File: src/rtl/demux_gearbox_param.sv
// demux_gearbox_param
// Serial-to-parallel gearbox: packs RATIO consecutive IN_W-bit lanes into one
// OUT_W-bit word. Lane order, partial-word handling and explicit re-alignment
// are selected by parameters and the align input. Single clock (clk_4f),
// asynchronous active-low reset (reset).
//
// Assembly state (no FSM encoding; idx is the only sequencing state):
//   idx    | meaning
//   0      | no lanes of the current word received yet (idle between words)
//   1..R-1 | that many lanes already packed into acc_q / mask_q

module demux_gearbox_param #(
    parameter int  IN_W          = 8,
    parameter int  RATIO         = 4,
    parameter bit  MSB_FIRST     = 1'b1,
    parameter bit  FLUSH_PARTIAL = 1'b1,
    localparam int OUT_W         = IN_W * RATIO
) (
    input  logic             clk_4f,
    input  logic             reset,
    input  logic             valid,
    input  logic [IN_W-1:0]  data_in,
    input  logic             align,
    output logic [OUT_W-1:0] data_out,
    output logic             valid_out,
    output logic [RATIO-1:0] lane_mask,
    output logic             err_partial
);

    localparam int               IDX_W      = (RATIO > 1) ? $clog2(RATIO) : 1;
    localparam logic [IDX_W-1:0] LAST_IDX   = IDX_W'(RATIO - 1);
    localparam int               FIRST_SLOT = MSB_FIRST ? (RATIO - 1) : 0;

    logic [IDX_W-1:0] idx_q, idx_d;
    logic [OUT_W-1:0] acc_q, acc_d;
    logic [RATIO-1:0] mask_q, mask_d;
    logic [OUT_W-1:0] data_out_q, data_out_d;
    logic [RATIO-1:0] lane_mask_q, lane_mask_d;
    logic             valid_out_q, valid_out_d;
    logic             err_partial_q, err_partial_d;

    // Output slot that lane k of a word lands in.
    function automatic logic [IDX_W-1:0] slot_of(input logic [IDX_W-1:0] k);
        if (MSB_FIRST) begin
            return LAST_IDX - k;
        end
        return k;
    endfunction

    logic [IDX_W-1:0] cur_slot;
    assign cur_slot = slot_of(idx_q);

    // Next-state: align beats valid, valid beats partial-word termination.
    always_comb begin
        idx_d         = idx_q;
        acc_d         = acc_q;
        mask_d        = mask_q;
        data_out_d    = data_out_q;
        lane_mask_d   = lane_mask_q;
        valid_out_d   = 1'b0;
        err_partial_d = 1'b0;

        if (align) begin
            // Pending partial word is dropped silently.
            acc_d  = '0;
            mask_d = '0;
            idx_d  = '0;
            if (valid) begin
                acc_d[FIRST_SLOT*IN_W +: IN_W] = data_in;
                mask_d[FIRST_SLOT]             = 1'b1;
                idx_d                          = IDX_W'(1);
            end
        end else if (valid) begin
            acc_d[cur_slot*IN_W +: IN_W] = data_in;
            mask_d[cur_slot]             = 1'b1;
            if (idx_q == LAST_IDX) begin
                data_out_d  = acc_d;
                lane_mask_d = '1;
                valid_out_d = 1'b1;
                acc_d       = '0;
                mask_d      = '0;
                idx_d       = '0;
            end else begin
                idx_d = idx_q + IDX_W'(1);
            end
        end else if (idx_q != '0) begin
            // A valid gap ends the word; there is no resumption.
            if (FLUSH_PARTIAL) begin
                data_out_d  = acc_q;
                lane_mask_d = mask_q;
                valid_out_d = 1'b1;
            end else begin
                err_partial_d = 1'b1;
            end
            acc_d  = '0;
            mask_d = '0;
            idx_d  = '0;
        end
    end

    // State and registered outputs.
    always_ff @(posedge clk_4f or negedge reset) begin
        if (!reset) begin
            idx_q         <= '0;
            acc_q         <= '0;
            mask_q        <= '0;
            data_out_q    <= '0;
            lane_mask_q   <= '0;
            valid_out_q   <= 1'b0;
            err_partial_q <= 1'b0;
        end else begin
            idx_q         <= idx_d;
            acc_q         <= acc_d;
            mask_q        <= mask_d;
            data_out_q    <= data_out_d;
            lane_mask_q   <= lane_mask_d;
            valid_out_q   <= valid_out_d;
            err_partial_q <= err_partial_d;
        end
    end

    assign data_out    = data_out_q;
    assign lane_mask   = lane_mask_q;
    assign valid_out   = valid_out_q;
    assign err_partial = err_partial_q;

endmodule

File: config.mk
export PLATFORM = sky130hd
export DESIGN_NAME = demux_gearbox_param
export DESIGN_NICKNAME = d
export VERILOG_FILES = /design/src/rtl/demux_gearbox_param.sv
export SDC_FILE = /design/constraint.sdc
export NUM_CORES = 1
export LEC_CHECK = 0
export ABC_AREA = 1
export CORE_UTILIZATION = 55
export CTS_CLUSTER_SIZE = 20
export DETAILED_ROUTE_END_ITERATION = 8
export GPL_ROUTABILITY_DRIVEN = 0
export PLACE_DENSITY = 0.76
export SYNTH_ARGS = -nofsm -noshare
export SYNTH_HDL_FRONTEND = slang
export SYNTH_SLANG_ARGS = --single-unit
File: constraint.sdc
create_clock -name clk_4f -period 1.9 [get_ports clk_4f]
set_input_delay 0.19 -clock clk_4f [delete_from_list [all_inputs] [get_ports clk_4f]]
set_output_delay 0.19 -clock clk_4f [all_outputs]
set_load 0.01 [all_outputs]
# ---- After elaboration in Yosys (flattened, before gate mapping)
# Cells that the tools add are included.
dict set report word_totals {
  reg_bits 75
  word_cells 50
  out_inout_bits 38
  inputBits 12
}
dict set report classes {
  n_shift 2
  n_addsub 3
  eq_ne 2
  n_mux 28
  magnitude_cmp 2
  n_reduce_logical 5
  n_bitwise 2
}
# operator n
set ops {}
lappend ops {{32-bit 2-to-1 mux} 7}
lappend ops {{5-bit negation with 34-bit output} 1}
lappend ops {{8-bit by 34-bit variable shift with 32-bit output, first input constant} 1}
lappend ops {{8-bit by 34-bit variable part select with 32-bit output} 1}
lappend ops {{32-bit bitwise mux} 1}
lappend ops {{4-bit 2-to-1 mux} 7}
lappend ops {{2-bit 2-to-1 mux} 4}
lappend ops {{8-bit 2-to-1 mux} 1}
lappend ops {{1-bit 2-to-1 mux} 7}
lappend ops {{4-bit OR} 1}
lappend ops {{2-bit nonzero test} 2}
lappend ops {{2-bit by 3-bit < comparator with 1-bit output, second input constant} 1}
lappend ops {{3-bit AND reduction} 1}
lappend ops {{3-bit nonzero test} 1}
lappend ops {{2-bit by 1-bit adder with 2-bit output, second input constant} 1}
lappend ops {{1-bit demux with 2-bit select} 1}
lappend ops {{2-bit equality test, second input constant} 1}
lappend ops {{2-bit by 1-bit greater-or-equal comparator with 1-bit output, second input constant} 1}
lappend ops {{2-bit by 1-bit != test with 1-bit output, second input constant} 1}
lappend ops {{2-bit subtractor, first input constant} 1}
lappend ops {{1-bit logical AND} 1}
lappend ops {{1-bit inverter} 1}

# ---- Longest topological paths before layout
# Gate-level depths: netlist (run 1).
dict set report depth {
  word_depth 9
  depth_mapped 9
  ltp_nobuf 8
}

# ---- Worst setup path after synthesis (run 1)
# Ideal clock, no wire load.
dict set report synth_path {
  path_kind {register to register}
  start {register idx_q[0]}
  end {register data_out_q[18], in the netlist data_out[18]}
  path_stages_with_launch 10
  required_ps 1784
  n_path_buf 1
  path_slack_ps 301
  arrival_time_ps 1482
  cell_sequence {dfrtp_1 -> inv_1 -> ha_1 -> buf_2 -> nand2_1 -> inv_1 -> nand3_1 -> nand3_1 -> nand2_1 -> nand2_1}
}
dict set report synth_via {
  elab_chain_len 6
  elab_cells_between_ends 12
  classes_between {2 x add/sub; 2 x eq/ne; 2 x shift; 3 x mux; 3 x reduce/logical}
}
# item line_no
set synth_lines {}
lappend synth_lines {{from (decl)} 34} ;# logic [IDX_W-1:0] idx_q, idx_d;
lappend synth_lines {{from (signal assigned)} 112} ;# idx_q <= idx_d;
lappend synth_lines {{2-bit subtractor} 45} ;# return LAST_IDX - k;
lappend synth_lines {{5-bit negation with 34-bit output} 74} ;# acc_d[cur_slot*IN_W +: IN_W] = data_in;
lappend synth_lines {{8-bit by 34-bit variable part select with 32-bit output / 8-bit by 34-bit variable shift with 32-bit output (equally long branches)} 74}
lappend synth_lines {{32-bit bitwise mux} 74}
lappend synth_lines {{32-bit 2-to-1 mux} 76} ;# if (idx_q == LAST_IDX) begin
lappend synth_lines {{32-bit 2-to-1 mux} 73} ;# end else if (valid) begin
lappend synth_lines {{to (signal assigned)} 115} ;# data_out_q <= data_out_d;
lappend synth_lines {{to (decl)} 37} ;# logic [OUT_W-1:0] data_out_q, data_out_d;
# Several ways; a longest one is shown, not always the timed one. The select of a mux whose other input is x is not followed.
# A chain may end at the register's enable or synchronous reset.

# ---- Final worst setup path (run 1)
dict set report layout_path {
  start {register idx_q[0]}
  end {register data_out_q[24], in the netlist data_out[24]}
}
# Same word-level chain as after synthesis.

==> qor.txt, run 1 <==
Placed cell area: 4510 sq um
Tot Pwr: 3.86 mW
Total of max-cap violations: 0
Cell area after layout: 4680 sq um
Worst-skew pair later-pin latency: 350 ps
FF-to-FF path depth: 8
R2R Path Start: idx_q[0]
Die Span X: 86.2 um
Post-synth cell types: 19
Min-Delay Path Depth: 3
Drt first pass iters: 5
Ranking of synthesized cells by area: dfrtp_1 (48%), nand2_1 (24%), nor2_1 (7.9%)
DP HPWL: 6.26 mm
TritonCTS clock tree: yes
Peak supply drop: 525 uV
CP arrival: 1960 ps
Row Count: 30
Worst-path maximum fanout: 9
WL/cell: 12.9 um
# port buffers: 48
FF+latch count, synth: 75
Largest family of logic cells by synthesized area: simple AND/OR/NAND/NOR gates
Post-synth EDFFs: 0
Startpoint types: flop
Async set or reset register ratio after synthesis: 100%
Die height: 86.2 um
Unrepaired setup endpoints after global routing: no
Post-synth top flop: dfrtp_1
Initial core utilization: 57.1%
Seq/Total Area, Yosys: 48.1%
Yosys top cell area share: 48.1%
Worst setup path category: flop to flop
Tightest hold margin: 210 ps
Post-Synthesis Cell Area: 3900 sq um
Post-Syn Instances: 556
Setup crit end kind: flop
Min Tclk post-route: 1670 ps
1st-iter DRT viols: 288
Most common cell in the netlist: nand2_1
Register area: 1880 sq um
Adder-cell share of the synthesized area: 1.92%
Critical path depth: 8
CP max stage delay: 460 ps
First-pass GRT wire length: 15.5 mm
Vias in the first global route: 3363
Area Overhead vs Synth: 19.9%
GRT Total Usage: 27.0%
Vias/cell: 5.12
ANT nets after route: 0
Slowest cell on crit path: dfrtp_2
IO Count: 50
Fin Clk Skew: 9.40 ps
CTS Buf Count: 9
Pin count of the biggest net entering global routing: 76
Commonest cells in the netlist: nand2_1 (250), nor2_1 (82), dfrtp_1 (75)
Tightest Hold Check Type: input pin to flop
Net Count, Synth: 574
Setup TNS: 0 ps
Worst hold start: valid
Syn avg cell area: 7.02 sq um
Critical Path Source: idx_q[0]
Static leakage: 2.54 nW
Yosys warns: 0
Worst path bufs/invs: 2
Leading area contributor after synthesis: dfrtp_1
Filler instances: 598
Simple-gate portion of the synthesized area: 40.7%
Share of post-route cells with drive strength above 1: 6.69%
Sink Count: 75
Final setup viols: 0
Family with the most delay on the worst path: simple AND/OR/NAND/NOR gates
Layout Nets: 626
Compound-cell area share of the yosys netlist: 1.60%
Max Slew Vio Count: 0
H-tree depth: 3
Inst Count DP: 692
Status: finished clean
Power per cell area: 825 nW/um^2
CP Cell Sequence: inv_1 -> ha_1 -> buf_4 -> nor2_1 -> nand3_1 -> nand3_1 -> nand2_1 -> nand2_1
CTS Root Cell: clkbuf_8
Final hold violations: 0
Clock Tree Buf Depth: 2
Data required, critical path: 2190 ps
Multi-input gate area: 1740 sq um
Crit share post-route: 87.8%
Mux cell area share after synthesis: 0%
Overall routed net length: 9.15 mm
Total gr overflow: 0
Via count: 3628
Initial antenna violation count: 0
Fmax: 600 MHz
Xor and xnor area share after synthesis: 0%
Core Area: 6830 sq um
DRC violations left: 0
Worst-path clk slew: 70 ps
# diodes: 0
Finished Layout Cells: 709
Die area: 7440 sq um
Setup bufs post-CTS: 0
[cell type report]
class	count	share of cell area [%]
sequential	75	40.1
multi-input combinational	414	37.1
timing repair buffer	63	13.3
inverter	45	3.61
clock buffer	13	2.97
tap	96	2.57
clock inverter	3	0.321
[where the power goes]
group | switching [mW] | internal [mW] | total (mW) | leakage [nW]
combinational | 0.513 | 0.444 | 0.957 | 1.47
sequential | 0.103 | 1.76 | 1.87 | 0.988
clock | 0.570 | 0.470 | 1.04 | 0.0812
[tightest hold or removal path, cell delays in order]
cell and delay [ps]:
buf_2 150, nand2_1 80, o211ai_1 90
[timing repair]
action                     in CTS  in global routing
hold buffers                    1                  0
hold endpoints to repair       75                  0
gates resized for setup         0                  2
setup endpoints to repair       0                  9
[final timing paths]
kind	slack (ps)	end
worst max-delay path	230	data_out[24]
worst min-delay path	210	mask_q[3]
worst max register to register	230	data_out[24]
worst min register to register	480	data_out[19]
max in group asynchronous	1140	idx_q[0]
min in group asynchronous	390	data_out[3]
[metrics by stage]
step | worst slack (ps) | utilization (%)
6_report | 232 | 68.5
5_1_grt | 99.8 | 68.5
4_1_cts | 131 | 68.4
3_5_place_dp | 127 | 66.0
3_3_place_gp | 191 | 66.0
2_1_floorplan | 301 | -
[routing by layer]
layer / track usage, % / share of wire [%]
met4: 10.9 / 1.7
met2: 44.2 / 47
met5: 0 / 0
met3: 4.48 / 6.0
met1: 36.0 / 46
[cell families after synthesis]
kind of cell / Yosys count
adder cells (fa/ha/maj): 6
flip-flops: 75
buffers and inverters: 67
other: 1
AO/OA/AOI/OAI: 12
AND/OR/NAND/NOR: 395
[cells in the final DEF, fill, tap and decap left out, types with 4 or more instances in the layout]
| cell | instances |
|---|---|
| nor2_4 | 4 |
| o21ai_0 | 8 |
| nor2_1 | 82 |
| ha_1 | 6 |
| nand2_1 | 250 |
| inv_1 | 41 |
| inv_2 | 4 |
| clkbuf_8 | 9 |
| clkdlybuf4s50_1 | 46 |
| nand3_1 | 55 |
| clkbuf_1 | 4 |
| buf_4 | 11 |
| dfrtp_1 | 74 |
[registers in the layout (all words and copies together) (netlist names)]
register / cells
lane_mask: 4
idx_q: 2
mask_q: 4
acc_q: 32
data_out: 32
valid_out: 1
No activity file was read; power rests on OpenSTA's default activity.
==> inputs of run 2 (changes only) <==
--- a/config.mk
+++ b/config.mk
@@ -11,6 +11,7 @@
 export DETAILED_ROUTE_END_ITERATION = 8
 export GPL_ROUTABILITY_DRIVEN = 0
 export PLACE_DENSITY = 0.76
+export SLEW_MARGIN = 20
 export SYNTH_ARGS = -nofsm -noshare
 export SYNTH_HDL_FRONTEND = slang
 export SYNTH_SLANG_ARGS = --single-unit
==> results of run 2 <==
Same layout as run 1: the final DEF is identical, and so are final timing and power.
==> inputs of run 3 (changes only) <==
--- a/config.mk
+++ b/config.mk
@@ -6,6 +6,7 @@
 export NUM_CORES = 1
 export LEC_CHECK = 0
 export ABC_AREA = 1
+export CORE_ASPECT_RATIO = 0.7
 export CORE_UTILIZATION = 55
 export CTS_CLUSTER_SIZE = 20
 export DETAILED_ROUTE_END_ITERATION = 8
==> qor.txt, run 3 (synthesis gave the netlist of run 1 again) <==
Fmax: 593 MHz (was 600 MHz)
# resized after CTS: 0 (unchanged)
Worst-skew pair later-pin latency: 350 ps (about the same)
Power per cell area: 939 nW/um^2 (was 825 nW/um^2)
Core Area: 6820 sq um (was 6830 sq um)
Most frequent cells in the layout: nand2_1 (250), nor2_1 (82), dfrtp_1 (75) (was nand2_1 (250), nor2_1 (82), dfrtp_1 (74))
Area Overhead vs Synth: 23.0% (was 19.9%)
Overall routed net length: 9.51 mm (was 9.15 mm)
Status: finished clean (unchanged)
TritonCTS clock tree: yes (unchanged)
Vias in the first global route: 3442 (was 3363)
Worst setup path category: flop to flop (unchanged)
Min Tclk post-route: 1690 ps (was 1670 ps)
Top sig layer: met4 (unchanged)
DRC violations left: 0 (unchanged)
Fin util: 70.4% (was 68.5%)
Startpoint types: flop (unchanged)
WL/cell: 13.4 um (was 12.9 um)
Share of post-route cells with drive strength above 1: 7.17% (was 6.69%)
Unrepaired setup endpoints after global routing: no (unchanged)
CP arrival: 1940 ps (was 1960 ps)
Initial core utilization: 57.2% (was 57.1%)
# port buffers: 48 (unchanged)
Vias/cell: 5.15 (was 5.12)
Total gr overflow: 0 (unchanged)
Tot Pwr: 4.51 mW (was 3.86 mW)
Setup bufs post-CTS: 0 (unchanged)
GRT Total Usage: 28.8% (was 27.0%)
Setup TNS: 0 ps (unchanged)
Max Slew Vio Count: 0 (unchanged)
Static leakage: 2.60 nW (was 2.54 nW)
Initial antenna violation count: 0 (unchanged)
CTS Root Cell: clkbuf_8 (unchanged)
Pin count of the biggest net entering global routing: 76 (unchanged)
Peak supply drop: 557 uV (was 525 uV)
Layout Nets: 627 (was 626)
DP HPWL: 6.49 mm (was 6.26 mm)
Via count: 3648 (was 3628)
CTS Buf Count: 9 (unchanged)
Met2 WL: 4.29 mm (was 4.27 mm)
Clock Tree Buf Depth: 2 (unchanged)
WL met1: 4.33 mm (was 4.16 mm)
Final setup viols: 0 (unchanged)
Die height: 72.5 um (was 86.2 um)
Final hold violations: 0 (unchanged)
Wire length on met3: 738 um (was 553 um)
First-pass GRT wire length: 16.2 mm (was 15.5 mm)
ANT nets after route: 0 (unchanged)
Tightest Hold Check Type: input pin to flop (unchanged)
Worst-path clk slew: 80 ps (was 70 ps)
Setup crit end kind: flop (unchanged)
Worst-path maximum fanout: 9 (unchanged)
1st-iter DRT viols: 271 (was 288)
Drt first pass iters: 5 (unchanged)
Die area: 7440 sq um (about the same)
Commonest non-fill, non-tap cell in the layout: nand2_1 (unchanged)
Total of max-cap violations: 0 (unchanged)
# diodes: 0 (unchanged)
Die Span X: 103 um (was 86.2 um)
IO Count: 50 (unchanged)
Hold buffers post-CTS: 1 (unchanged)
Crit share post-route: 88.7% (was 87.8%)
Row Count: 25 (was 30)
Data required, critical path: 2160 ps (was 2190 ps)
Sink Count: 75 (unchanged)
H-tree depth: 3 (unchanged)
Fin Clk Skew: 5.04 ps (was 9.40 ps)
==> run 3: per-stage QoR <==
step                      worst slack, ps  cells  hold slack [ps]  instance area [sq um]
after global routing                 59.4    708              253                   4800
final                                 214    708              243                   4800
after CTS                             237    708              231                   4800
after floorplan                       301    556             -106                   3900
after detailed placement              249    691              257                   4520
after global placement                305    691              257                   4520
==> run 3: path summary, 6_finish.rpt <==
check                               end  slack, ps  cells past startpoint    startpoint
max                         data_out[4]        210                      8      idx_q[0]
max reg2reg                 data_out[4]        210                      8      idx_q[0]
max in group asynchronous     acc_q[30]       1170                      3         reset
min                           mask_q[3]        240                      3         valid
min reg2reg                data_out[21]        480                      2  data_out[21]
min in group asynchronous   data_out[7]        380                      3         reset
==> run 3: report_power, final <==
part / switching, mW / internal (mW)
registers: 0.101 / 1.76
logic: 0.532 / 0.447
clock network: 0.590 / 1.08
total: 1.22 / 3.29
==> run 3: worst max-delay path, cell delays in order (launching register included) <==
cell	delay, ps
dfrtp_1	420
inv_1	120
ha_1	260
nand2_2	130
nand2_1	70
nor2_2	310
nand3_1	140
nand2_1	90
inv_1	40
==> run 3: cell type report <==
type	instances	area [sq um]
multi-input combinational	414	1730
timing repair buffer	64	631
sequential	75	1880
inverter	45	169
clock inverter	4	120
tap	94	118
clock buffer	12	155
fill	578	2020
==> run 3: routing by layer <==
metal	vias to the layer above	global-route usage, %
met3	16	5.59
met5	-	0
met2	147	45.5
met1	1687	40.2
li1	1798	-
met4	0	9.05
